==> src/rtl/screen_sequencer.sv <==
// Screen sequencer: switches START/GAME/RESULT screens with a frame-paced
// fade-out / fade-in, and composites the selected renderer's pixel colour.
module screen_sequencer #(
  parameter int unsigned FRAMES_PER_STEP = 2
) (
  input  logic        pixel_clk,
  input  logic        reset_n,
  input  logic        vs,
  input  logic        active_nblank,
  input  logic        start_req,
  input  logic        end_req,
  input  logic [11:0] start_rgb,
  input  logic [11:0] game_rgb,
  input  logic [11:0] result_rgb,
  output logic [3:0]  Red,
  output logic [3:0]  Green,
  output logic [3:0]  Blue,
  output logic [1:0]  screen_sel,
  output logic        busy,
  output logic        req_ack
);

  typedef enum logic [1:0] {STABLE, PENDING, FADE_OUT, FADE_IN} phase_t;
  typedef enum logic [1:0] {SCR_START, SCR_GAME, SCR_RESULT} screen_t;

  localparam logic [3:0] CNT_LAST = 4'(FRAMES_PER_STEP - 1);

  phase_t      phase, phase_nx;
  screen_t     screen, screen_nx, target, target_nx;
  logic [4:0]  level, level_nx;
  logic [3:0]  cnt, cnt_nx;
  logic        ack_nx;
  logic        vs_q;
  logic        fb;
  logic [11:0] src;

  // vs_q resets low so a vs held low across reset release is not seen as an edge.
  assign fb = vs_q & ~vs;

  always_ff @(posedge pixel_clk or negedge reset_n) begin
    if (!reset_n) begin
      phase   <= STABLE;
      screen  <= SCR_START;
      target  <= SCR_START;
      level   <= 5'd16;
      cnt     <= '0;
      req_ack <= 1'b0;
      vs_q    <= 1'b0;
    end else begin
      phase   <= phase_nx;
      screen  <= screen_nx;
      target  <= target_nx;
      level   <= level_nx;
      cnt     <= cnt_nx;
      req_ack <= ack_nx;
      vs_q    <= vs;
    end
  end

  always_comb begin
    phase_nx  = phase;
    screen_nx = screen;
    target_nx = target;
    level_nx  = level;
    cnt_nx    = cnt;
    ack_nx    = 1'b0;
    unique case (phase)
      STABLE: begin
        // At most one request is meaningful per screen; the other is dropped.
        if (screen == SCR_START && start_req) begin
          target_nx = SCR_GAME;
          ack_nx    = 1'b1;
          phase_nx  = PENDING;
        end else if (screen == SCR_GAME && end_req) begin
          target_nx = SCR_RESULT;
          ack_nx    = 1'b1;
          phase_nx  = PENDING;
        end else if (screen == SCR_RESULT && start_req) begin
          target_nx = SCR_START;
          ack_nx    = 1'b1;
          phase_nx  = PENDING;
        end
      end
      PENDING: begin
        if (fb) phase_nx = FADE_OUT;
      end
      FADE_OUT: begin
        if (fb) begin
          if (cnt == CNT_LAST) begin
            cnt_nx   = '0;
            level_nx = level - 5'd1;
            if (level == 5'd1) begin
              screen_nx = target;
              phase_nx  = FADE_IN;
            end
          end else begin
            cnt_nx = cnt + 4'd1;
          end
        end
      end
      FADE_IN: begin
        if (fb) begin
          if (cnt == CNT_LAST) begin
            cnt_nx   = '0;
            level_nx = level + 5'd1;
            if (level == 5'd15) phase_nx = STABLE;
          end else begin
            cnt_nx = cnt + 4'd1;
          end
        end
      end
      default: phase_nx = STABLE;
    endcase
  end

  assign busy       = (phase != STABLE);
  assign screen_sel = screen;

  always_comb begin
    unique case (screen)
      SCR_GAME:   src = game_rgb;
      SCR_RESULT: src = result_rgb;
      default:    src = start_rgb;
    endcase
  end

  function automatic logic [3:0] scale(input logic [3:0] c, input logic [4:0] l);
    logic [8:0] p;
    p = 9'(c) * 9'(l);
    return p[7:4];
  endfunction

  always_ff @(posedge pixel_clk or negedge reset_n) begin
    if (!reset_n) begin
      Red   <= '0;
      Green <= '0;
      Blue  <= '0;
    end else if (active_nblank) begin
      Red   <= scale(src[11:8], level);
      Green <= scale(src[7:4], level);
      Blue  <= scale(src[3:0], level);
    end else begin
      Red   <= '0;
      Green <= '0;
      Blue  <= '0;
    end
  end

endmodule

==> config.mk <==
export PLATFORM = sky130hd
export DESIGN_NAME = screen_sequencer
export DESIGN_NICKNAME = d
export VERILOG_FILES = /design/src/rtl/screen_sequencer.sv
export SDC_FILE = /design/constraint.sdc
export NUM_CORES = 1
export LEC_CHECK = 0
export ABC_CLOCK_PERIOD_IN_PS = 5200
export BUFFER_PORTS_ARGS = -buffer_cell sky130_fd_sc_hd__buf_4
export CAP_MARGIN = 10
export CORE_ASPECT_RATIO = 1.1
export CORE_UTILIZATION = 57
export DETAILED_ROUTE_END_ITERATION = 7
export PLACE_DENSITY = 0.91
export RECOVER_POWER = 100
export SLEW_MARGIN = 20
export SYNTH_ARGS = -nofsm -noshare
export SYNTH_HDL_FRONTEND = slang
export SYNTH_SLANG_ARGS = --single-unit
==> constraint.sdc <==
create_clock -name pixel_clk -period 5.2 [get_ports pixel_clk]
set_input_delay 0.26 -clock pixel_clk [delete_from_list [all_inputs] [get_ports pixel_clk]]
set_output_delay 0.26 -clock pixel_clk [all_outputs]
set_load 0.01 [all_outputs]
==> impl_metrics.py, run 1 <==
metrics = {
    "yosys": {
        "synth_warnings": 0,
        "synth.avg_cell_area_um2": 9.03,
        "synth_edf_count": 0,
        "yosys.area.top_type": "dfrtp_1",
        "synth-main-ff-cell": "dfrtp_1",
        "synth_cell_type_count": 50,
        "synthTopCellsByArea": "dfrtp_1 22%, ha_1 15%, fa_1 9.4%",
        "netlist_area_um2": 3180,
        "netlist.area_leader.share_pct": 22.0,
        "yosysSeqAreaShare_pct": 22.9,
        "syn-num-nets": 447,
        "ys_ff_latch": 29,
        "synth_cells": 352,
        "async_flop_share_pct": 100,
    },
    "worst_setup_path": {
        "path_cells": "inv_1, ha_1, a22oi_1, a21oi_1, nand2_1, fa_1, inv_1, fa_1, ha_1, nand4_1, a211oi_1, a2111oi_0, nor4_1, nand2b_1",
        "crit_required_ps": 5380,
        "slowest_stage": "ha_1",
        "cp-end-kind": "register",
        "critPathMaxFanout": 14,
        "cp-start-kind": "register",
        "critPathArrivalTime_ps": 4740,
        "crit_type": "register to register",
        "reg2reg_slack_ps": 640,
        "cp_slowest_stage_delay_ps": 650,
    },
    "floorplanning": {
        "die_height_um": 80.3,
        "rows": 28,
        "ioPinCount": 58,
        "initial_utilization_pct": 59.3,
        "coreArea_um2": 5360,
        "die_x_um": 73.2,
        "dieArea_um2": 5880,
    },
    "grt": {
        "grt_pass1_vias": 2744,
        "grt_use_met2_pct": 48.0,
        "grt_usage_pct": 27.4,
        "grt_pass1_wl_um": 12300,
        "busiest_layer": "met2",
        "grt_overflow": 0,
        "grt_use_met3_pct": 4.39,
        "grt_max_degree": 30,
        "antenna_found_initial": 0,
        "use_met1_pct": 33.8,
    },
    "clocking": {
        "cts.clk_slew.worst_paths_ps": 70,
        "cts-root-buf": "clkbuf_8",
        "cts_tree": "done",
        "cts_sinks": 29,
        "clockBufferDepth": 2,
        "postCtsSetupRepairBufs": 0,
        "cts_buffers": 5,
        "htreeDepth": 2,
        "clkLatencyLatePin_ps": 290,
    },
    "detailed_routing": {
        "dr.pass1.iters": 5,
        "ant_nets": 0,
        "drc": 0,
        "wl_per_cell_um": 15.8,
        "drt-initial-drc-count": 142,
        "dr_total_vias": 2801,
        "wirelength_um": 7620,
        "via_per_inst": 5.82,
    },
    "run_status": {
        "outcome": "complete, but fails checks",
        "violations": "capacitance limit, slew limit",
    },
    "sta": {
        "worst_slew_pin_slew_ps": 1670,
        "slew_headroom_pct": -11.3,
        "finalHoldViolations": 0,
        "fmax_mhz": 219,
        "setup_violations": 0,
        "rsz0062_at_grt": "false",
        "min_period_ps": 4560,
        "tns_ps": 0,
        "period_share_pct": 87.8,
        "final_max_slew_viol_count": 30,
        "skew_ps": 5.86,
    },
    "layout": {
        "finalInstanceArea_um2": 3600,
        "antenna_cells": 0,
        "final_common_cell": "buf_4",
        "layout_common_cells": "41 x buf_4, 38 x ha_1, 37 x nor2_1",
        "drive_above_1_share_pct": 16.7,
        "final_nets": 500,
        "fill_cells": 448,
        "area_growth_pct": 13.3,
    },
    "power_and_ir_drop": {
        "p_leak_nw": 1.81,
        "power_mw": 1.89,
        "ir_drop_mv": 0.380,
        "power.density_nw_per_um2": 525,
    },
    "placed_design": {
        "io_buffers": 57,
        "gp_congestion": 0.907,
        "dpl.hpwl_um": 5740,
        "place_area_um2": 3640,
    },
    "min_path": {
        "hold_path.class": "primary input to register",
    },
    "run": {
        "maxCapViolCount": 1,
    },
}
metal layers:
| metal | wire length [um] | share of wire, % |
|---|---|---|
| met2 | 3900 | 51 |
| met4 | 127 | 1.7 |
| met1 | 3110 | 41 |
| met3 | 476 | 6.2 |
| met5 | 0 | 0 |
path summary, 6_finish.rpt:
kind / startpoint / to / cells after the start
max in group asynchronous: reset_n / Green[0] / 2
min reg2reg: cnt[3] / cnt[3] / 1
max reg2reg: screen_sel[1] / Red[3] / 14
min: vs / vs_q / 1
max: screen_sel[1] / Red[3] / 14
min in group asynchronous: reset_n / target[0] / 2
cells by family (layout without fill, tap and decap cells):
family	count (synthesis)	count (layout)	share of synthesized area [%]
multiplexers	5	5	1.69
AND/OR/NAND/NOR	130	130	20.6
adder cells (fa/ha/maj)	53	53	24.4
flip-flops	29	29	22.9
buffers and inverters	43	97	5.91
AO/OA/AOI/OAI	76	76	20.1
XOR/XNOR	16	16	4.41
power by group:
part	switching, mW	internal [mW]	total [mW]
Sequential	0.0997	0.308	0.407
Clock	0.0939	0.0926	0.187
Combinational	0.730	0.567	1.30
Total	0.924	0.967	1.89
Yosys cell counts, types with 2 or more instances:
library cell / number
nand2b_1: 3
a22oi_4: 2
a211oi_1: 3
inv_1: 29
a2111oi_2: 2
a21oi_1: 18
nand4_1: 7
o21ai_0: 9
clkbuf_1: 4
nand3_1: 3
o211ai_1: 4
nor2_1: 37
mux2_2: 3
a22oi_2: 4
xnor2_1: 10
mux2i_1: 2
ha_1: 38
a21o_1: 9
a211o_1: 2
o21a_1: 2
nand2_1: 36
nor3b_1: 3
nor4_1: 4
nor2b_1: 5
fa_1: 15
and2_1: 21
a31oi_1: 3
buf_2: 6
or4b_2: 2
dfrtp_1: 28
buf_4: 3
a22oi_1: 6
and3_1: 3
a211oi_2: 5
xor2_1: 6
per-stage QoR:
step / setup WS [ps] / utilization (%) / cells / hold slack, ps
2_1_floorplan: 1110 / - / 352 / -35.6
3_3_place_gp: 978 / 67.8 / 472 / 215
3_5_place_dp: 733 / 67.8 / 472 / 217
4_1_cts: 733 / 69.6 / 481 / 86.1
5_1_grt: 311 / 67.2 / 481 / 100
6_report: 636 / 67.2 / 481 / 112
what timing repair did:
item	4_1_cts	5_1_grt
setup endpoints to repair	0	0
endpoints found under the hold margin	28	0
hold buffers	1	0
gates resized for setup	0	0
layout make-up:
| class | count | area [um^2] | share of cell area (%) |
|---|---|---|---|
| Multi-Input combinational cell | 280 | 2200 | 61.1 |
| Sequential cell | 29 | 727 | 20.2 |
| Timing Repair Buffer | 60 | 389 | 10.8 |
| Inverter | 29 | 109 | 3.02 |
| Tap cell | 75 | 93.8 | 2.61 |
| Clock buffer | 6 | 72.6 | 2.02 |
| Clock inverter | 2 | 10.0 | 0.278 |
worst max-delay path, delay by kind of cell, from the launching register on:
family / cells / cell delay, ps
AO/OA/AOI/OAI: 4 / 1340
adder cells (fa/ha/maj): 4 / 1990
buffers and inverters: 2 / 160
flip-flops: 1 / 410
AND/OR/NAND/NOR: 4 / 540
sequential cells by signal, indices dropped and copies added, names as in the netlist:
signal / flops
target: 2
screen_sel: 2
Green: 4
Red: 4
level: 5
Blue: 4
cnt: 4
vs_q: 1
phase: 2
req_ack: 1
(Power assumes the default switching activity.)
==> run 2, diff against run 1 <==
--- a/config.mk
+++ b/config.mk
@@ -11,7 +11,7 @@
 export CORE_ASPECT_RATIO = 1.1
 export CORE_UTILIZATION = 57
 export DETAILED_ROUTE_END_ITERATION = 7
-export PLACE_DENSITY = 0.91
+export PLACE_DENSITY = 0.81
 export RECOVER_POWER = 100
 export SLEW_MARGIN = 20
 export SYNTH_ARGS = -nofsm -noshare
==> impl_metrics.py, run 2 (synthesis gave the netlist of run 1 again) <==
metrics = {
    "run_status": {
        "outcome": "complete, but fails checks",
        "violations": "capacitance limit, slew limit",
    },
    "placed_design": {
        "io_buffers": 57,
        "gp_congestion": 0.786,
        "dpl.hpwl_um": 5540,
    },
    "layout": {
        "largest_register": "level",
        "final_nets": 499,
        "post-route-util_pct": 67.7,
        "layout_common_cells": "40 x buf_4, 38 x ha_1, 37 x nor2_1",
        "drive_above_1_share_pct": 16.5,
        "final_common_cell": "buf_4",
        "antenna_cells": 0,
        "largest_reg_flops": 5,
        "fill_cells": 470,
        "area_growth_pct": 14.2,
    },
    "power_and_ir_drop": {
        "power_frac_comb_pct": 66.1,
        "power.density_nw_per_um2": 534,
        "p_leak_nw": 1.82,
        "clkPwrFrac_pct": 13.0,
        "ir_drop_mv": 0.364,
        "p_seq_share_pct": 20.9,
        "p_int_mw": 1.03,
        "swShare_pct": 47.0,
        "power.switching_mw": 0.911,
    },
    "floorplanning": {
        "initial_utilization_pct": 59.3,
        "ioPinCount": 58,
        "die_x_um": 73.2,
        "dieArea_um2": 5880,
        "rows": 28,
        "coreArea_um2": 5360,
        "die_height_um": 80.3,
    },
    "sta": {
        "worst_slew_pin_slew_ps": 1700,
        "slew_headroom_pct": -13.2,
        "min_period_ps": 4540,
        "skew_ps": 12.7,
        "period_share_pct": 87.3,
        "tns_ps": 0,
        "final_max_slew_viol_count": 30,
        "finalHoldViolations": 0,
        "fmax_mhz": 220,
        "rsz0062_at_grt": "false",
        "setup_violations": 0,
    },
    "grt": {
        "grt_pass1_vias": 2741,
        "grt_pass1_wl_um": 12300,
        "grt_overflow": 0,
        "grt_max_degree": 40,
        "antenna_found_initial": 0,
        "grt_usage_pct": 27.3,
    },
    "clocking": {
        "htreeDepth": 2,
        "cts_buffers": 5,
        "cts.clk_slew.worst_paths_ps": 70,
        "cts_sinks": 29,
        "postCtsSetupRepairBufs": 0,
        "holdBufCountCts": 1,
        "cts_tree": "done",
        "clkLatencyLatePin_ps": 290,
        "cts.repair.resized": 0,
        "cts-root-buf": "clkbuf_8",
        "clockBufferDepth": 2,
    },
    "worst_setup_path": {
        "cp-start-kind": "register",
        "critPathArrivalTime_ps": 4710,
        "crit_type": "register to register",
        "crit_required_ps": 5370,
        "critPathMaxFanout": 14,
        "cp-end-kind": "register",
    },
    "detailed_routing": {
        "via_per_inst": 5.67,
        "drc": 0,
        "ant_nets": 0,
        "wirelength_um": 7290,
        "dr.pass1.iters": 4,
        "wl_per_cell_um": 15.2,
        "dr_total_vias": 2721,
        "drt-initial-drc-count": 131,
    },
    "min_path": {
        "hold_path.class": "primary input to register",
    },
    "run": {
        "maxCapViolCount": 1,
    },
}
==> run 2: cell count changes in the layout (fill, tap and decap cells not counted), sizes merged <==
cell,delta
buf,-1
clkbuf,+1
clkinv,-2
bufinv,+1
==> run 2: metrics by stage <==
| stage | cells | instance area [um^2] | total power [mW] | setup slack (ps) | hold slack [ps] |
|---|---|---|---|---|---|
| 6_report | 480 | 3630 | 1.94 | 662 | 121 |
| 5_1_grt | 480 | 3630 | 2.15 | 303 | 114 |
| 4_1_cts | 480 | 3750 | 2.02 | 777 | 89.5 |
| 3_5_place_dp | 471 | 3630 | 1.76 | 796 | 219 |
| 3_3_place_gp | 471 | 3630 | 1.69 | 990 | 212 |
| 2_1_floorplan | 352 | 3180 | 1.43 | 1110 | -35.6 |
==> run 2: area by class of cell <==
class / count / area, um^2 / area share [%]
multi-input combinational: 280 / 2200 / 60.7
sequential: 29 / 727 / 20.0
timing repair buffer: 59 / 382 / 10.5
inverter: 29 / 109 / 3.00
tap: 75 / 93.8 / 2.59
clock buffer: 7 / 86.3 / 2.38
clock inverter: 1 / 30.0 / 0.828
==> run 2: routing by layer <==
metal / track usage (%) / wire (um)
met4: 8.04 / 99
met3: 4.14 / 458
met2: 49.2 / 3630
met5: 0 / 0
met1: 33.1 / 3110
==> run 2: worst paths after layout <==
| path | startpoint | end | slack, ps | cells after the start |
|---|---|---|---|---|
| max | screen_sel[1] | Red[2] | 660 | 14 |
| min reg2reg | cnt[3] | cnt[3] | 470 | 1 |
| min | vs | vs_q | 120 | 1 |
| min in group asynchronous | reset_n | Blue[3] | 940 | 2 |
| max in group asynchronous | reset_n | phase[1] | 3260 | 2 |
| max reg2reg | screen_sel[1] | Red[2] | 660 | 14 |
==> run 2: power groups by stage <==
stage | logic [mW] | registers [mW] | clock network [mW]
final | 1.28 | 0.405 | 0.252
after global routing | 1.47 | 0.416 | 0.263
after CTS | 1.36 | 0.405 | 0.254
after detailed placement | 1.35 | 0.406 | 0
after global placement | 1.29 | 0.403 | 0
after floorplan | 1.06 | 0.373 | 0
==> run 2: worst max-delay path, cell delays in order, from the launching register on <==
cell      delay, ps
dfrtp_1         400
inv_1            90
ha_1            650
a22oi_1         200
a21oi_1         500
nand2_1         130
fa_1            500
inv_1            60
fa_1            480
ha_1            300
nand4_1         110
a211oi_1        390
a21o_1          240
nor4b_1          70
a211o_1         290
